### src/rtl/dualmem_req_adapter_if.sv
// Request / RAM-port / response bundle for dualmem_req_adapter.
// The adapter sits on the slave modport; the requester, the RAM and the response consumer sit on the master side.
interface dualmem_req_adapter_if #(
  parameter int ADDR_WIDTH = 9
);
  logic                  req_valid_i;
  logic                  req_ready_o;
  logic [ADDR_WIDTH-1:0] req_addr_i;
  logic                  req_we_i;
  logic [7:0]            req_be_i;
  logic [63:0]           req_wdata_i;

  logic                  mem_en_o;
  logic [7:0]            mem_we_o;
  logic [ADDR_WIDTH-1:0] mem_addr_o;
  logic [63:0]           mem_wdata_o;
  logic [63:0]           mem_rdata_i;

  logic                  rsp_valid_o;
  logic                  rsp_ready_i;
  logic                  rsp_we_o;
  logic [63:0]           rsp_rdata_o;

  modport slave (
    input  req_valid_i, req_addr_i, req_we_i, req_be_i, req_wdata_i,
    input  mem_rdata_i, rsp_ready_i,
    output req_ready_o, mem_en_o, mem_we_o, mem_addr_o, mem_wdata_o,
    output rsp_valid_o, rsp_we_o, rsp_rdata_o
  );

  modport master (
    output req_valid_i, req_addr_i, req_we_i, req_be_i, req_wdata_i,
    output mem_rdata_i, rsp_ready_i,
    input  req_ready_o, mem_en_o, mem_we_o, mem_addr_o, mem_wdata_o,
    input  rsp_valid_o, rsp_we_o, rsp_rdata_o
  );
endinterface

### src/rtl/dualmem_req_adapter.sv
// Turns a valid/ready request stream into single-cycle accesses on a 64-bit RAM port
// and returns one in-order response per request through a small circular FIFO.
module dualmem_req_adapter #(
  parameter int ADDR_WIDTH = 9,
  parameter int RSP_DEPTH  = 3
) (
  input logic                    clk_i,
  input logic                    rst_i,
  dualmem_req_adapter_if.slave   bus
);

  localparam int PTR_W = (RSP_DEPTH > 1) ? $clog2(RSP_DEPTH) : 1;
  localparam int CNT_W = $clog2(RSP_DEPTH + 1);

  logic             inflight;
  logic             inflight_we;
  logic [PTR_W-1:0] wr_ptr;
  logic [PTR_W-1:0] rd_ptr;
  logic [CNT_W-1:0] count;
  logic             fifo_we   [RSP_DEPTH];
  logic [63:0]      fifo_data [RSP_DEPTH];

  logic req_ready;
  logic accept;
  logic push;
  logic pop;
  logic rsp_valid;

  function automatic logic [PTR_W-1:0] ptr_next(input logic [PTR_W-1:0] p);
    return (p == PTR_W'(RSP_DEPTH - 1)) ? '0 : p + 1'b1;
  endfunction

  // Slots already promised = queued responses plus the one read still on the RAM port;
  // only registered state feeds this, so no path exists from req_valid_i or rsp_ready_i.
  assign req_ready = !rst_i &&
                     (({1'b0, count} + {{CNT_W{1'b0}}, inflight}) < (CNT_W + 1)'(RSP_DEPTH));
  assign accept    = bus.req_valid_i && req_ready;
  assign rsp_valid = (count != '0);
  assign push      = inflight;
  assign pop       = rsp_valid && bus.rsp_ready_i;

  assign bus.req_ready_o = req_ready;
  assign bus.mem_en_o    = accept;
  assign bus.mem_we_o    = (accept && bus.req_we_i) ? bus.req_be_i : 8'h00;
  assign bus.mem_addr_o  = ADDR_WIDTH'(bus.req_addr_i);
  assign bus.mem_wdata_o = bus.req_wdata_i;

  assign bus.rsp_valid_o = rsp_valid;
  assign bus.rsp_we_o    = rsp_valid ? fifo_we[rd_ptr]   : 1'b0;
  assign bus.rsp_rdata_o = rsp_valid ? fifo_data[rd_ptr] : 64'h0;

  always_ff @(posedge clk_i or posedge rst_i) begin
    if (rst_i) begin
      inflight    <= 1'b0;
      inflight_we <= 1'b0;
      wr_ptr      <= '0;
      rd_ptr      <= '0;
      count       <= '0;
    end else begin
      inflight    <= accept;
      inflight_we <= accept && bus.req_we_i;
      if (push) wr_ptr <= ptr_next(wr_ptr);
      if (pop)  rd_ptr <= ptr_next(rd_ptr);
      case ({push, pop})
        2'b10:   count <= count + 1'b1;
        2'b01:   count <= count - 1'b1;
        default: count <= count;
      endcase
    end
  end

  // Payload storage needs no reset: count gates every read of it.
  always_ff @(posedge clk_i) begin
    if (push) begin
      fifo_we[wr_ptr]   <= inflight_we;
      fifo_data[wr_ptr] <= inflight_we ? 64'h0 : bus.mem_rdata_i;
    end
  end

  assert property (@(posedge clk_i) disable iff (rst_i)
                   !(push && (count == CNT_W'(RSP_DEPTH))));

endmodule

### src/flat_wrapper.sv
// flat-port wrapper written by rule: the top's interface ports become plain ports
module dualmem_req_adapter_flat 
#(
  parameter int ADDR_WIDTH = 9,
  parameter int RSP_DEPTH  = 3
)
  (clk_i, rst_i, bus_req_valid_i, bus_req_addr_i, bus_req_we_i, bus_req_be_i, bus_req_wdata_i, bus_mem_rdata_i, bus_rsp_ready_i, bus_req_ready_o, bus_mem_en_o, bus_mem_we_o, bus_mem_addr_o, bus_mem_wdata_o, bus_rsp_valid_o, bus_rsp_we_o, bus_rsp_rdata_o);
  dualmem_req_adapter_if #(.ADDR_WIDTH(ADDR_WIDTH)) bus_i ();
  input logic clk_i;
  input logic rst_i;
  input wire logic [$bits(bus_i.req_valid_i)-1:0] bus_req_valid_i;
  input wire logic [$bits(bus_i.req_addr_i)-1:0] bus_req_addr_i;
  input wire logic [$bits(bus_i.req_we_i)-1:0] bus_req_we_i;
  input wire logic [$bits(bus_i.req_be_i)-1:0] bus_req_be_i;
  input wire logic [$bits(bus_i.req_wdata_i)-1:0] bus_req_wdata_i;
  input wire logic [$bits(bus_i.mem_rdata_i)-1:0] bus_mem_rdata_i;
  input wire logic [$bits(bus_i.rsp_ready_i)-1:0] bus_rsp_ready_i;
  output wire logic [$bits(bus_i.req_ready_o)-1:0] bus_req_ready_o;
  output wire logic [$bits(bus_i.mem_en_o)-1:0] bus_mem_en_o;
  output wire logic [$bits(bus_i.mem_we_o)-1:0] bus_mem_we_o;
  output wire logic [$bits(bus_i.mem_addr_o)-1:0] bus_mem_addr_o;
  output wire logic [$bits(bus_i.mem_wdata_o)-1:0] bus_mem_wdata_o;
  output wire logic [$bits(bus_i.rsp_valid_o)-1:0] bus_rsp_valid_o;
  output wire logic [$bits(bus_i.rsp_we_o)-1:0] bus_rsp_we_o;
  output wire logic [$bits(bus_i.rsp_rdata_o)-1:0] bus_rsp_rdata_o;
  assign bus_i.req_valid_i = bus_req_valid_i;
  assign bus_i.req_addr_i = bus_req_addr_i;
  assign bus_i.req_we_i = bus_req_we_i;
  assign bus_i.req_be_i = bus_req_be_i;
  assign bus_i.req_wdata_i = bus_req_wdata_i;
  assign bus_i.mem_rdata_i = bus_mem_rdata_i;
  assign bus_i.rsp_ready_i = bus_rsp_ready_i;
  assign bus_req_ready_o = bus_i.req_ready_o;
  assign bus_mem_en_o = bus_i.mem_en_o;
  assign bus_mem_we_o = bus_i.mem_we_o;
  assign bus_mem_addr_o = bus_i.mem_addr_o;
  assign bus_mem_wdata_o = bus_i.mem_wdata_o;
  assign bus_rsp_valid_o = bus_i.rsp_valid_o;
  assign bus_rsp_we_o = bus_i.rsp_we_o;
  assign bus_rsp_rdata_o = bus_i.rsp_rdata_o;
  dualmem_req_adapter #(.ADDR_WIDTH(ADDR_WIDTH), .RSP_DEPTH(RSP_DEPTH)) u_core (.clk_i(clk_i), .rst_i(rst_i), .bus(bus_i));
endmodule
### config.mk
export PLATFORM = sky130hd
export DESIGN_NAME = dualmem_req_adapter_flat
export DESIGN_NICKNAME = d
export VERILOG_FILES = /design/src/rtl/dualmem_req_adapter_if.sv /design/src/rtl/dualmem_req_adapter.sv /design/src/flat_wrapper.sv
export SDC_FILE = /design/constraint.sdc
export NUM_CORES = 1
export LEC_CHECK = 0
export ABC_AREA = 1
export BUFFER_PORTS_ARGS = -buffer_cell sky130_fd_sc_hd__buf_2
export CORE_MARGIN = 2
export CORE_UTILIZATION = 51
export DETAILED_ROUTE_END_ITERATION = 16
export GPL_TIMING_DRIVEN = 0
export PLACE_DENSITY = 0.8
export SETUP_SLACK_MARGIN = 0.02
export SLEW_MARGIN = 25
export SYNTH_ARGS = -nofsm -noshare
export SYNTH_HDL_FRONTEND = slang
export SYNTH_SLANG_ARGS = --single-unit
export TNS_END_PERCENT = 30
### constraint.sdc
create_clock -name clk_i -period 6 [get_ports clk_i]
set_input_delay 0.3 -clock clk_i [delete_from_list [all_inputs] [get_ports clk_i]]
set_output_delay 0.3 -clock clk_i [all_outputs]
set_load 0.1 [all_outputs]
## After elaboration in Yosys (flattened, before gate mapping)

Memory sizes are Yosys's and may differ from the RTL's.
Cells that the tools add are included.

| word-level totals | value |
|---|---|
| RAM bits | 195 |
| logic and storage cells | 33 |
| memories | 2 |
| output and inout port bits | 149 |
| input port bits | 150 |
| bits in registers | 8 |

Memories:

| memory | depth | bits a word | read ports | clocked after memory_dff | wr ports | line | source |
|---|---|---|---|---|---|---|---|
| u_core.fifo_data | 3 | 64 | 1 | 0 | 1 | dualmem_req_adapter.sv:21 | `logic [63:0] fifo_data [RSP_DEPTH];` |
| u_core.fifo_we | 3 | 1 | 1 | 0 | 1 | dualmem_req_adapter.sv:20 | `logic fifo_we [RSP_DEPTH];` |

| cells by class | value |
|---|---|
| add/subtract/negate cells | 5 |
| order comparisons | 1 |
| equality and inequality tests | 4 |
| multiplexer cells | 9 |
| reduce and logical (&&, ||, !) cells | 7 |

Operator list:

| kind | number |
|---|---|
| 64-bit two-way mux | 2 |
| 8-bit two-way mux | 1 |
| 2-bit by 1-bit adder with 2-bit output, second input constant | 3 |
| 2-bit equality test, second input constant | 3 |
| 1-bit logical AND | 4 |
| 2-bit two-way mux | 2 |
| 2-bit case mux with 2 select lines | 1 |
| 2-bit nonzero test | 2 |
| 2-bit by 1-bit adder with 3-bit output | 1 |
| 3-bit by 2-bit less-than comparator with 1-bit output, second input constant | 1 |
| 1-bit two-way mux | 3 |
| 2-bit by 1-bit equality test with 1-bit output, second input constant | 1 |
| 2-bit by 1-bit subtractor with 2-bit output, second input constant | 1 |
| 1-bit logical NOT | 1 |

## Depth between registers and ports, before layout

| depth | value |
|---|---|
| depth after elaboration | 6 |
| gate-level depth with buffers | 10 |
| mapped depth without buffers | 10 |

## Worst setup path before layout

Ideal clock, no wire load.

| timing | value |
|---|---|
| path type | register to register |
| start | reg u_core.inflight |
| end | mem u_core.fifo_data[2][0] (enable) |
| library setup time | 0.568 ns |
| data required time | 5.432 ns |
| clock period less this slack | 5.471 ns |
| path buffers | 0 |
| arrival | 4.903 ns |
| cell stages (with the launch flop) | 3 |
| path slack | 0.529 ns |
| cell sequence | dfrtp_1 -> inv_1 -> nor3_1 |

| between the ends | value |
|---|---|
| cells in the longest elaborated chain, start to end | 2 |

RTL lines:

| what | line | source |
|---|---|---|
| start: declaration | dualmem_req_adapter.sv:15 | `logic inflight;` |
| start signal: assignment | dualmem_req_adapter.sv:60 | `inflight <= accept;` |
| 1-bit two-way mux | dualmem_req_adapter.sv:74 | `if (push) begin` |
| 1-bit two-way mux | dualmem_req_adapter.sv:76 | `fifo_data[wr_ptr] <= inflight_we ? 64'h0 : bus.mem_rdata_i;` |
| end: declaration | dualmem_req_adapter.sv:21 |  |

No other way between the ends.

## Worst setup path after layout

| timing | value |
|---|---|
| start | reg u_core.count[0] |
| end | out bus_mem_we_o[4] |

| between the ends | value |
|---|---|
| cells in the longest elaborated chain, start to end | 6 |

RTL lines:

| what | line | source |
|---|---|---|
| start: declaration | dualmem_req_adapter.sv:19 | `logic [CNT_W-1:0] count;` |
| start signal: assignment | dualmem_req_adapter.sv:65 | `2'b10: count <= count + 1'b1;` |
| start signal: assignment | dualmem_req_adapter.sv:66 | `2'b01: count <= count - 1'b1;` |
| start signal: assignment | dualmem_req_adapter.sv:67 | `default: count <= count;` |
| 2-bit by 1-bit adder with 3-bit output | dualmem_req_adapter.sv:36 | `(({1'b0, count} + {{CNT_W{1'b0}}, inflight}) < (CNT_W + 1)'(RSP_DEPTH));` |
| 3-bit by 2-bit less-than comparator with 1-bit output | dualmem_req_adapter.sv:36 |  |
| 1-bit logical AND | dualmem_req_adapter.sv:35 | `assign req_ready = !rst_i &&` |
| 1-bit logical AND | dualmem_req_adapter.sv:37 | `assign accept = bus.req_valid_i && req_ready;` |
| 1-bit logical AND | dualmem_req_adapter.sv:44 | `assign bus.mem_we_o = (accept && bus.req_we_i) ? bus.req_be_i : 8'h00;` |
| 8-bit two-way mux | dualmem_req_adapter.sv:44 |  |
| end: declaration | flat_wrapper.sv:20 | `output wire logic [$bits(bus_i.mem_we_o)-1:0] bus_mem_we_o;` |

No other way between the ends.

==> flow_summary.toml <==
[timing]
rsz0062_at_grt = "no"
max_freq_mhz = 370
relSlewSlack = 0.542
slew_viol_final = 0
setup_violations = 0
hold_violations = 0
skew_ps = 17.6
tightest_slew_ps = 684
min_period_over_period = 0.450
setup_ws_ps = 3300
whs_ps = 32.8
period_needed_ps = 2700

[placed_design]
hpwl_um = 14600
port_buffers = 225
dpl_worst_slack_ps = 3810
placed_cell_area_um2 = 10700
globalplace.congestion = 0.744

[synth]
yosysMostFrequentCell = "nand2_1"
yosysSeqAreaShare = 0.659
synth_top_cells_by_count = "208 x nand2_1, 195 x edfxtp_1, 151 x inv_1"
syn_inst = 897
ys.flop_type = "edfxtp_1"
yosysUniqueCellTypes = 17
synth_seq_cells = 203
synth_edf_count = 195
yosysTopAreaCellShare = 0.637
avgSynthCellArea_um2 = 10.2
async_reset_ff_frac = 0.0394
synth_area_leader_cell = "edfxtp_1"
ys_top_cells_by_area = "edfxtp_1 64%, nand2_1 8.5%, nand3_1 7.2%, buf_4 6.5%, inv_1 6.2%"
synth_warnings = 0
synth_nets = 1050
synthesis.area_um2 = 9190

[clocking]
root_buffer = "clkbuf_16"
clk_latency_ps = 490
clk_pin_slew_ps = 60
cts_tree = "built"
cts_sinks = 203
clockBufferDepth = 3
htree_levels = 1
cts_setup_buffers = 0
cts_buffers = 20

[run_status]
outcome = "finished clean"

[floorplan]
die_h_um = 138
core-area_um2 = 17800
die-width_um = 138
fp-row-count = 49
initial_utilization = 0.515
boundaryPins = 299
die_area_um2 = 19100

[worst_setup_path]
rr_worst_depth = 5
critical_path_class = "flop to output port"
crit_path_max_fanout = 9
cp.required_ps = 5700
endpoint_kind = "output port"
crit_start = "u_core.count[0]$_DFFE_PP0P_"
r2r_end = "u_core.fifo_data[2][38]$_DFFE_PP_"
start_kind = "flop"
arrival_ps = 2400
rrSetupSlack_ps = 3880
timing.rr.start = "u_core.inflight$_DFF_PP0_"

[routing]
wl_per_cell_um = 15.0
drt_iter0_markers = 456
vias = 6774
drt-total-wl_um = 20900
drc_errors = 0
firstDrtPassIters = 5
ant_nets = 0
via_per_inst = 4.85

[grt]
grt_usage = 0.211
grt_pass1_wl_um = 32300
grt_max_degree = 39
antenna_found_initial = 0
grt_pass1_vias = 6507
overflow = 0

[cells_and_area]
syn2layout_area_growth_pct = 23.8
fin_area_um2 = 11400
fin_nets = 1308
layout-drive-gt1-share = 0.317
n_antenna_cell = 0
n_fill_cell = 1380

[min_path]
worst_hold_path_type = "input pin to flop"
min_to = "u_core.inflight$_DFF_PP0_"
hold_depth = 3
hp-start = "bus_req_valid_i"

[job]
drv_cap = 0
==> state kept, by name, indices dropped and copies added (netlist names) <==
register            flops
u_core.inflight         1
u_core.rd_ptr           2
u_core.inflight_we      1
u_core.fifo_data      192
u_core.count            2
u_core.fifo_we          3
u_core.wr_ptr           2
==> kinds of logic (layout without fill, tap and decap cells) <==
group,count (synthesis),count (layout),share of synthesized area
simple gates,419,419,0.190
buf+inv,268,540,0.145
flops,203,203,0.659
fa+ha+maj,3,3,0.00408
compound gates,3,3,0.00163
xor+xnor,1,1,0.000953
==> worst max-delay path by stage <==
stage	to	slack, ps	depth (start not counted)
2_1_floorplan	u_core.fifo_data[2][0]$_DFFE_PP_	530	2
5_1_grt	bus_mem_we_o[6]	3110	6
4_1_cts	bus_mem_we_o[4]	3260	6
3_5_place_dp	bus_mem_we_o[7]	3810	6
3_3_place_gp	u_core.fifo_data[2][36]$_DFFE_PP_	-2470	2
6_report	bus_mem_we_o[4]	3300	6
==> worst max-delay path: stages, from the launching register on <==
cell     delay, ps
dfrtp_1        430
ha_1           220
ha_1           270
nand2_1         80
nand4_1        300
nor2_1         180
buf_2          440
==> metal layers <==
metal	part of all wire	vias to the layer above	GRT usage
met1	0.36	3105	0.242
li1	-	3305	-
met2	0.54	314	0.408
met3	0.073	50	0.0260
met5	0	-	0
met4	0.028	0	0.0655
==> per-stage QoR <==
step | util | TNS, ps | cells
6_report | 0.638 | 0 | 1398
3_3_place_gp | 0.595 | -160250 | 1351
3_5_place_dp | 0.601 | 0 | 1361
2_1_floorplan | - | 0 | 897
5_1_grt | 0.638 | 0 | 1398
4_1_cts | 0.638 | 0 | 1398
==> cells in the final DEF (no fill, tap or decap), drive strengths merged <==
master       netlist  layout
xnor2              1       1
nor3               1       1
nand3            133     133
nand2            208     208
dlygate4sd3        0       1
nand4              2       2
bufinv             0       2
nor2              75      75
o21ai              3       3
clkinv             0       6
edfxtp           195     195
clkinvlp           0       3
inv              152     152
dfrtp              8       8
clkbuf            15      40
ha                 3       3
buf              101     336
==> repair_timing <==
item,in CTS,in global routing
hold buffers,1,0
endpoints found under the hold margin,8,0
resized for setup,0,0
==> layout make-up <==
type / count / area (um^2) / share of cell area
clock inverter: 11 / 110 / 0.00967
multi-input combinational: 426 / 1810 / 0.159
clock buffer: 25 / 541 / 0.0475
tap: 229 / 287 / 0.0252
timing repair buffer: 236 / 1240 / 0.109
buffer: 116 / 758 / 0.0666
sequential: 203 / 6060 / 0.532
inverter: 152 / 576 / 0.0506
Power is left out: the tool's default activity adds up to more than one toggle a clock period on the data nets, which glitch-free logic cannot reach.
